`src/rtl/operand_gen_pkg.sv`:
```
// Shared types, LFSR constants and the Galois LFSR step function for the
// operand generator.
package operand_gen_pkg;

  typedef enum logic [0:0] {
    IDLE = 1'b0,
    RUN  = 1'b1
  } state_e;

  localparam int                 LFSR_W    = 16;
  localparam logic [LFSR_W-1:0]  LFSR_TAPS = 16'hB400;

  // One step of the right-shifting Galois LFSR.
  function automatic logic [LFSR_W-1:0] lfsr_next(input logic [LFSR_W-1:0] x);
    logic [LFSR_W-1:0] taps;
    taps = x[0] ? LFSR_TAPS : {LFSR_W{1'b0}};
    return (x >> 1) ^ taps;
  endfunction

endpackage

```
`src/rtl/operand_gen_lfsr_galois.sv`:
```
// 16-bit Galois LFSR that advances only when enabled; reset loads the seed.
module lfsr_galois
  import operand_gen_pkg::*;
(
  input  logic              clk,
  input  logic              rst,
  input  logic              en,
  input  logic [LFSR_W-1:0] seed,
  output logic [LFSR_W-1:0] value
);

  logic [LFSR_W-1:0] value_d;
  logic [LFSR_W-1:0] value_q;

  // Next-state: step when enabled, otherwise hold.
  always_comb begin
    value_d = value_q;
    if (en) begin
      value_d = lfsr_next(value_q);
    end else begin
      value_d = value_q;
    end
  end

  // State register, reloaded with the seed on reset.
  always_ff @(posedge clk or posedge rst) begin
    if (rst) begin
      value_q <= seed;
    end else begin
      value_q <= value_d;
    end
  end

  assign value = value_q;

endmodule

```
`src/rtl/operand_gen.sv`:
```
// Constrained-random operand source: two LFSRs feed rejection-sampled
// candidates into one-deep hold slots, and complete pairs are moved into a
// valid/ready output register for a programmed number of pairs per burst.
module operand_gen
  import operand_gen_pkg::*;
#(
  parameter int                WIDTH   = 8,
  parameter int                MAX_VAL = 10,
  parameter logic [LFSR_W-1:0] SEED_A  = 16'hACE1,
  parameter logic [LFSR_W-1:0] SEED_B  = 16'h1D0F,
  parameter int                COUNT_W = 16
)(
  input  logic               clk,
  input  logic               rst,
  input  logic               start,
  input  logic [COUNT_W-1:0] num_ops,
  output logic               busy,
  output logic               done,
  output logic [WIDTH-1:0]   a,
  output logic [WIDTH-1:0]   b,
  output logic               valid,
  input  logic               ready
);

  // Candidates are masked to the smallest power-of-two range covering
  // MAX_VAL, which keeps the acceptance rate at or above one half.
  localparam int              MASK_W = $clog2(MAX_VAL + 1);
  localparam logic [WIDTH-1:0] MASK  = WIDTH'((64'd1 << MASK_W) - 64'd1);
  localparam logic [WIDTH-1:0] MAX_V = WIDTH'(MAX_VAL);

  state_e             state_q, state_d;
  logic               busy_q, busy_d;
  logic               done_q, done_d;
  logic               valid_q, valid_d;
  logic [WIDTH-1:0]   a_q, a_d;
  logic [WIDTH-1:0]   b_q, b_d;
  logic [WIDTH-1:0]   hold_a_q, hold_a_d;
  logic [WIDTH-1:0]   hold_b_q, hold_b_d;
  logic               full_a_q, full_a_d;
  logic               full_b_q, full_b_d;
  logic [COUNT_W-1:0] remaining_q, remaining_d;

  logic [LFSR_W-1:0]  lfsr_a_s;
  logic [LFSR_W-1:0]  lfsr_b_s;
  logic [WIDTH-1:0]   cand_a_s;
  logic [WIDTH-1:0]   cand_b_s;
  logic               acc_a_s;
  logic               acc_b_s;
  logic               in_run_s;
  logic               out_free_s;
  logic               transfer_s;
  logic               free_a_s;
  logic               free_b_s;
  logic               consume_s;
  logic               unused_lfsr_bits_s;

  lfsr_galois u_lfsr_a (
    .clk   (clk),
    .rst   (rst),
    .en    (free_a_s),
    .seed  (SEED_A),
    .value (lfsr_a_s)
  );

  lfsr_galois u_lfsr_b (
    .clk   (clk),
    .rst   (rst),
    .en    (free_b_s),
    .seed  (SEED_B),
    .value (lfsr_b_s)
  );

  // Only the low WIDTH bits of each LFSR form a candidate.
  assign unused_lfsr_bits_s = ^{lfsr_a_s[LFSR_W-1:WIDTH], lfsr_b_s[LFSR_W-1:WIDTH]};

  // Candidate generation, acceptance test and transfer/free conditions.
  always_comb begin
    cand_a_s   = lfsr_a_s[WIDTH-1:0] & MASK;
    cand_b_s   = lfsr_b_s[WIDTH-1:0] & MASK;
    acc_a_s    = (cand_a_s <= MAX_V);
    acc_b_s    = (cand_b_s <= MAX_V);
    in_run_s   = (state_q == RUN);
    consume_s  = valid_q && ready;
    out_free_s = !valid_q || ready;
    transfer_s = in_run_s && full_a_q && full_b_q &&
                 (remaining_q != {COUNT_W{1'b0}}) && out_free_s;
    // A slot refills on the same edge it empties into the output register.
    free_a_s   = in_run_s && (!full_a_q || transfer_s);
    free_b_s   = in_run_s && (!full_b_q || transfer_s);
  end

  // Hold slots: capture accepted candidates, release on transfer.
  always_comb begin
    hold_a_d = hold_a_q;
    full_a_d = full_a_q;
    hold_b_d = hold_b_q;
    full_b_d = full_b_q;
    if (free_a_s && acc_a_s) begin
      hold_a_d = cand_a_s;
      full_a_d = 1'b1;
    end else if (transfer_s) begin
      full_a_d = 1'b0;
    end else begin
      full_a_d = full_a_q;
    end
    if (free_b_s && acc_b_s) begin
      hold_b_d = cand_b_s;
      full_b_d = 1'b1;
    end else if (transfer_s) begin
      full_b_d = 1'b0;
    end else begin
      full_b_d = full_b_q;
    end
  end

  // Output register: load on transfer, drop valid once consumed.
  always_comb begin
    a_d     = a_q;
    b_d     = b_q;
    valid_d = valid_q;
    if (transfer_s) begin
      a_d     = hold_a_q;
      b_d     = hold_b_q;
      valid_d = 1'b1;
    end else if (consume_s) begin
      valid_d = 1'b0;
    end else begin
      valid_d = valid_q;
    end
  end

  // Burst FSM and remaining-pair counter.
  always_comb begin
    state_d     = state_q;
    busy_d      = busy_q;
    done_d      = 1'b0;
    remaining_d = remaining_q;
    if (transfer_s) begin
      remaining_d = remaining_q - COUNT_W'(1);
    end else begin
      remaining_d = remaining_q;
    end
    unique case (state_q)
      IDLE: begin
        if (start && (num_ops != {COUNT_W{1'b0}})) begin
          state_d     = RUN;
          busy_d      = 1'b1;
          remaining_d = num_ops;
        end else if (start) begin
          done_d = 1'b1;
        end else begin
          state_d = IDLE;
        end
      end
      RUN: begin
        // Remaining is zero here, so no transfer can coincide with the end.
        if ((remaining_q == {COUNT_W{1'b0}}) && consume_s) begin
          state_d = IDLE;
          busy_d  = 1'b0;
          done_d  = 1'b1;
        end else begin
          state_d = RUN;
        end
      end
      default: begin
        state_d = IDLE;
        busy_d  = 1'b0;
      end
    endcase
  end

  // All state registers; reset aborts any burst and empties the slots.
  always_ff @(posedge clk or posedge rst) begin
    if (rst) begin
      state_q     <= IDLE;
      busy_q      <= 1'b0;
      done_q      <= 1'b0;
      valid_q     <= 1'b0;
      a_q         <= {WIDTH{1'b0}};
      b_q         <= {WIDTH{1'b0}};
      hold_a_q    <= {WIDTH{1'b0}};
      hold_b_q    <= {WIDTH{1'b0}};
      full_a_q    <= 1'b0;
      full_b_q    <= 1'b0;
      remaining_q <= {COUNT_W{1'b0}};
    end else begin
      state_q     <= state_d;
      busy_q      <= busy_d;
      done_q      <= done_d;
      valid_q     <= valid_d;
      a_q         <= a_d;
      b_q         <= b_d;
      hold_a_q    <= hold_a_d;
      hold_b_q    <= hold_b_d;
      full_a_q    <= full_a_d;
      full_b_q    <= full_b_d;
      remaining_q <= remaining_d;
    end
  end

  assign busy  = busy_q;
  assign done  = done_q;
  assign valid = valid_q;
  assign a     = a_q;
  assign b     = b_q;

endmodule

```
`config.mk`:
```
export PLATFORM = sky130hd
export DESIGN_NAME = operand_gen
export DESIGN_NICKNAME = d
export VERILOG_FILES = /design/src/rtl/operand_gen_pkg.sv /design/src/rtl/operand_gen_lfsr_galois.sv /design/src/rtl/operand_gen.sv
export SDC_FILE = /design/constraint.sdc
export NUM_CORES = 1
export LEC_CHECK = 0
export CAP_MARGIN = 10
export CELL_PAD_IN_SITES_DETAIL_PLACEMENT = 0
export CELL_PAD_IN_SITES_GLOBAL_PLACEMENT = 1
export CORE_ASPECT_RATIO = 0.5
export CORE_UTILIZATION = 46
export DETAILED_ROUTE_END_ITERATION = 12
export DONT_BUFFER_PORTS = 1
export PLACE_DENSITY = 0.84
export SYNTH_ARGS = -nofsm -noshare
export SYNTH_HDL_FRONTEND = slang
export SYNTH_SLANG_ARGS = --single-unit
```
`constraint.sdc`:
```
create_clock -name clk -period 2.2 [get_ports clk]
set_input_delay 0.44 -clock clk [delete_from_list [all_inputs] [get_ports clk]]
set_output_delay 0.44 -clock clk [all_outputs]
set_load 0.03 [all_outputs]
```
==> results of run 1 <==
-- synthesized netlist by cell type (all sizes together) --
master | instances | area, um^2
nand3 | 4 | 20.02
xor2 | 13 | 113.9
nor4 | 7 | 65.06
and4 | 1 | 8.760
a21boi | 2 | 15.01
dfstp | 16 | 420.4
xnor2 | 7 | 61.31
inv | 6 | 22.52
nor2b | 3 | 18.77
a22o | 2 | 17.52
clkbuf | 5 | 18.77
nor2 | 10 | 37.54
nand3b | 1 | 7.510
mux2 | 39 | 439.2
and3 | 5 | 36.28
nor3b | 2 | 25.02
o22a | 2 | 17.52
a31oi | 1 | 6.260
nor4b | 1 | 8.760
a22oi | 2 | 42.54
a21o | 4 | 30.03
buf | 16 | 128.9
or4 | 2 | 18.77
nand2 | 26 | 97.59
conb | 1 | 3.750
nand4b | 4 | 35.03
nand2b | 3 | 18.77
dfrtp | 54 | 1351
nor3 | 3 | 15.01
nand4 | 8 | 56.30
o21ai | 27 | 138.9
o21bai | 1 | 7.510
ha | 2 | 25.02
-- cell families (layout without fill, tap and decap cells) --
group	Yosys count	in the layout
mux	39	39
xor+xnor	20	20
fa+ha+maj	2	2
buf+inv	27	33
flops	70	70
simple gates	80	80
compound gates	41	41
other cells	1	8
-- through the flow --
step | hold slack [ns] | cell area (um^2) | std cells | utilization [%]
floorplan | 0.4460 | 3356 | 287 | -
global placement | 0.4234 | 3446 | 369 | 50.44
detailed placement | 0.4331 | 3446 | 369 | 50.44
CTS | 0.07629 | 3734 | 385 | 54.65
global route | 0.1018 | 3740 | 385 | 54.74
finish | 0.06747 | 3740 | 385 | 54.74
-- worst max-delay path, cell delays in order, from the launching register on --
cell and delay, ns:
dfrtp_1 0.39, inv_1 0.11, ha_1 0.17, nor4b_2 0.22
nand4_2 0.16, buf_4 0.20, and3_4 0.18, o21ai_2 0.18
mux2_2 0.37
-- worst max path at each step --
stage	slack (ns)	to
floorplan	0.02	a[0]$_DFFE_PP0N_
global placement	0.13	hold_a_q[0]$_DFFE_PP0P_
detailed placement	0.02	hold_a_q[0]$_DFFE_PP0P_
CTS	0.01	hold_a_q[0]$_DFFE_PP0P_
global route	0.02	hold_a_q[0]$_DFFE_PP0P_
finish	0.11	hold_a_q[0]$_DFFE_PP0P_
-- registers in the layout (all words and copies together) (netlist names) --
name and count:
hold_b_q 4, remaining_q 16, b 4, full_a_q 1, u_lfsr_a.value 16, done 1
valid 1, a 4, full_b_q 1, in_run_s 1, u_lfsr_b.value 16, busy 1
hold_a_q 4
-- layer usage --
| layer | vias up | routed length (um) | GRT usage (%) |
|---|---|---|---|
| li1 | 979 | - | - |
| met1 | 1040 | 2706 | 21.93 |
| met4 | 0 | 68 | 7.012 |
| met2 | 31 | 2852 | 27.95 |
| met3 | 8 | 242 | 6.985 |
| met5 | - | 0 | 0 |
-- power by group through the flow --
stage / combinational (W) / clock [W] / sequential, W
after floorplan: 0.000610 / 0 / 0.00167
after global routing: 0.000842 / 0.00145 / 0.00173
final: 0.000754 / 0.00136 / 0.00170
after global placement: 0.000725 / 0 / 0.00170
after CTS: 0.000758 / 0.00139 / 0.00170
after detailed placement: 0.000755 / 0 / 0.00171
-- final cells by class --
| class | count | area, um^2 |
|---|---|---|
| repair buffers | 11 | 120.1 |
| multi-input cells | 190 | 1423 |
| clock inverters | 3 | 17.52 |
| clock buffers | 13 | 270.3 |
| fillers | 576 | 3092 |
| well taps | 92 | 115.1 |
| inverters | 6 | 22.52 |
| flip-flops and latches | 70 | 1772 |
-- cells in the final DEF (no fill, tap or decap), types with 4 or more instances in the layout --
cell type	synthesis	routed
conb_1	1	8
xnor2_1	7	7
o21ai_0	22	22
nand4b_1	4	4
dfrtp_1	54	54
nand3_1	4	4
mux2_1	22	22
a21o_1	4	4
nor4_1	5	5
dfstp_2	16	16
clkbuf_16	0	9
nand4_1	7	7
o21ai_1	4	4
nor2_1	10	10
xor2_1	13	13
inv_1	6	5
mux2_2	17	17
and3_1	4	4
buf_4	12	8
nand2_1	26	26
-- timing repair --
item / in CTS / in global routing
buffers inserted: 0 / 0
endpoints found under the setup margin: 0 / 25
gates resized for setup: 0 / 1
==> flow_summary.toml, run 1 <==
[global_route]
grt_start_max_net_pins = 71
grt_remaining_overflow = 0
grt_first_pass_wirelength_mm = 10.11
grt_pass1_vias = 2129
grt_use_total_pct = 17.77
antenna_found_initial = 0

[layout]
design.final.nets = 310
areaGrowthSynthToFinish_pct = 12.33
layout-drive-gt1-share_pct = 24.57
diodes = 0

[sta]
worst_pin_slew_ns = 0.9729
fin_crit_sh_pct = 95.12
slew_viol_final = 0
slew_headroom_pct = 34.85
finalHoldViolCount = 0
layout_min_cycle_time_ns = 2.093
fin_ws_ns = 0.1075
rsz0062_at_grt = "no"
fmax_mhz = 477.9
setup_violations = 0
skew_ns = 0.006377
fin_tns_setup_ns = 0

[detailed_routing]
wirelength_mm = 5.869
route.detailed.drc = 0
vias = 2058
drt-initial-drc-count = 97
avgRoutedWirePerCell_um = 15.24
firstDrtPassIters = 4
routed_via_density = 5.345
ant_nets = 0

[clock_network]
cts_sinks = 70
hold_buffers = 0
clockBufferDepth = 2
cts_max_level = 3
root_buffer = "clkbuf_16"
clkSlewWorstSetupHoldPaths_ns = 0.06
cts_inserted_buffers = 9
cts_tree = "yes"
clk_latency_ns = 0.33

[synth]
synth_top_family_by_area = "simple AND/OR/NAND/NOR gates"
synth-xor-area-share_pct = 5.261
syn_avg_cell_area_um2 = 11.89
synth-compound-area-share_pct = 8.268
syn_inst = 280
synth_seq_cells = 70
synth_cell_type_count = 43
synthAdderAreaFrac_pct = 0.7516
yosysSeqAreaShare_pct = 53.21
synth_mux_area_share_pct = 13.19
synth-simple-area-share_pct = 14.09
ys.warnings.count = 0
synth_area_mm2 = 0.003329

[pwr]
p_per_area_mw_per_mm2 = 1020
p_comb_share_pct = 19.8
p_sw_share_pct = 29.99
p_leak_nw = 1.658
p_int_w = 0.002671
switching_power_w = 0.001144
sequentialPowerShare_pct = 44.6
ir_drop_mv = 0.4198
power_w = 0.003815
p_clk_share_pct = 35.6

[placed_design]
pre_cts_slack_ns = 0.02481
portBuffers = 0
dp_hpwl_mm = 4.029
gp_congestion = 0.7992

[critical_path]
path_class = "reg2reg"
rr_endpoint = "hold_a_q[0]$_DFFE_PP0P_"
critPathLaunchType = "flop"
arrival_ns = 2.30
setup.worst_path.start = "remaining_q[0]$_DFF_PP0_"
required_ns = 2.41
reg2reg_depth = 8
r2r-start = "remaining_q[0]$_DFF_PP0_"
crit_path_end_kind = "flop"
crit_fanout = 4
rrSetupSlack_ns = 0.11

[flow_run]
max_cap_violations = 0

[floorplan]
die_h_um = 62.16
rows = 21
initial_core_util_pct = 48.74
coreArea_mm2 = 0.006832
num_io_pins = 39
dieArea_mm2 = 0.007603
dieWidth_um = 122.3

[outcome]
status = "finished clean"

[min_path]
hold_class = "in2async"
Power figures use the tool's default switching activity.
==> inputs of run 2 (changes only) <==
- CORE_UTILIZATION: 46 -> 45
- PLACE_DENSITY: 0.84 -> 0.83
==> flow_summary.toml, run 2 (same netlist as run 1, synthesis figures left out) <==
[sta]
rsz0062_at_grt = "no"
fin_crit_sh_pct = 94.23
fin_ws_ns = 0.1270
skew_ns = 0.005868
slew_headroom_pct = 65.12
finalHoldViolCount = 0
setup_violations = 0
whs_ns = 0.04940
slew_viol_final = 0
worst_pin_slew_ns = 0.5184
layout_min_cycle_time_ns = 2.073
fmax_mhz = 482.4

[detailed_routing]
wirelength_mm = 6.171
routed_via_density = 5.306
vias = 2064
firstDrtPassIters = 4
drt-initial-drc-count = 61
ant_nets = 0
avgRoutedWirePerCell_um = 15.86
route.detailed.drc = 0

[floorplan]
coreArea_mm2 = 0.006910
initial_core_util_pct = 48.18
dieArea_mm2 = 0.007768
dieWidth_um = 123.6
die_h_um = 62.83
rows = 21
num_io_pins = 39

[pwr]
p_clk_share_pct = 36.6
p_sw_share_pct = 30.76
switching_power_w = 0.001207
p_per_area_mw_per_mm2 = 1037
sequentialPowerShare_pct = 43.4
p_leak_nw = 1.679
p_int_w = 0.002717
p_comb_share_pct = 20.1
ir_drop_mv = 0.4429

[min_path]
hold_class = "in2async"

[global_route]
grt_start_max_net_pins = 71
grt_use_total_pct = 18.36
grt_pass1_vias = 2146
grt_first_pass_wirelength_mm = 10.52
grt_remaining_overflow = 0
antenna_found_initial = 0

[placed_design]
pre_cts_slack_ns = -0.08121
portBuffers = 0
gp_congestion = 0.7943
dp_hpwl_mm = 4.264
dpl.cell_count = 371

[clock_network]
root_buffer = "clkbuf_16"
clkSlewWorstSetupHoldPaths_ns = 0.06
clockBufferDepth = 2
cts_inserted_buffers = 9
cts_max_level = 3
cts_tree = "yes"
clk_latency_ns = 0.34
cts_sinks = 70

[layout]
design.final.nets = 314
areaGrowthSynthToFinish_pct = 13.68
layout.cells.non_filler = 389
diodes = 0
layout-drive-gt1-share_pct = 25.93
layout_commonest_cell = "dfrtp_1"
layout_common_cells = "dfrtp_1 (54), nand2_1 (26), mux2_1 (22), o21ai_0 (22), mux2_2 (17)"

[critical_path]
crit_fanout = 22
reg2reg_depth = 8
arrival_ns = 2.29
rrSetupSlack_ns = 0.13
required_ns = 2.41
crit_path_end_kind = "flop"
critPathLaunchType = "flop"
path_class = "reg2reg"

[flow_run]
max_cap_violations = 0

[outcome]
status = "finished clean"
==> run 2: timing repair <==
| item | CTS | global route |
|---|---|---|
| setup endpoints to repair | 2 | 16 |
| setup buffers | 1 | 1 |
| hold buffers | 0 | 0 |
| pin swaps | 1 | 1 |
| gates resized for setup | 1 | 1 |
==> run 2: through the flow <==
stage	utilization [%]	area [um^2]	total power (W)	TNS (ns)
after floorplan	-	3356	0.002276	0
after global placement	50.05	3458	0.002447	0
after detailed placement	50.05	3458	0.002486	-0.1617
after CTS	54.57	3771	0.003957	0
after global routing	54.77	3785	0.004119	0
final	54.77	3785	0.003925	0
==> run 2: metal layers <==
layer  part of all wire, %  up-vias  GRT usage [%]
li1                      -     1006              -
met1                    45     1009          23.34
met2                    47       38          27.43
met3                   6.0       11          7.664
met4                   1.9        0          7.681
met5                     0        -              0
==> run 2: critical path, stage by stage (launching register included) <==
cell	delay (ns)
dfrtp_1	0.38
inv_1	0.11
ha_1	0.16
nor4b_2	0.23
nand4_2	0.19
buf_4	0.21
a22oi_4	0.14
buf_12	0.18
mux2_1	0.34
==> run 2: layout make-up <==
type / instances / area [um^2]
Sequential cell: 70 / 1772
Tap cell: 92 / 115.1
Inverter: 6 / 22.52
Clock buffer: 9 / 225.2
Clock inverter: 7 / 73.82
Timing Repair Buffer: 15 / 150.1
Multi-Input combinational cell: 190 / 1426
Fill cell: 574 / 3126
==> run 2: power by group through the flow <==
stage          Sequential [W]  Combinational, W  Clock (W)
2_1_floorplan         0.00167          0.000610          0
3_5_place_dp          0.00171          0.000778          0
6_report              0.00170          0.000787    0.00144
5_1_grt               0.00173          0.000870    0.00152
3_3_place_gp          0.00170          0.000750          0
4_1_cts               0.00169          0.000787    0.00148
==> run 2: worst paths after layout <==
kind	start	end
hold reg to reg	u_lfsr_b.value[5]$_DFFE_PP0P_	u_lfsr_b.value[4]$_DFFE_PP0P_
max in group asynchronous	rst	u_lfsr_b.value[11]$_DFFE_PP1P_
hold / removal	rst	u_lfsr_a.value[8]$_DFFE_PP0P_
setup / recovery	remaining_q[1]$_DFF_PP0_	u_lfsr_b.value[7]$_DFFE_PP0P_
min in group clk	num_ops[7]	remaining_q[7]$_DFF_PP0_
setup reg to reg	remaining_q[1]$_DFF_PP0_	u_lfsr_b.value[7]$_DFFE_PP0P_
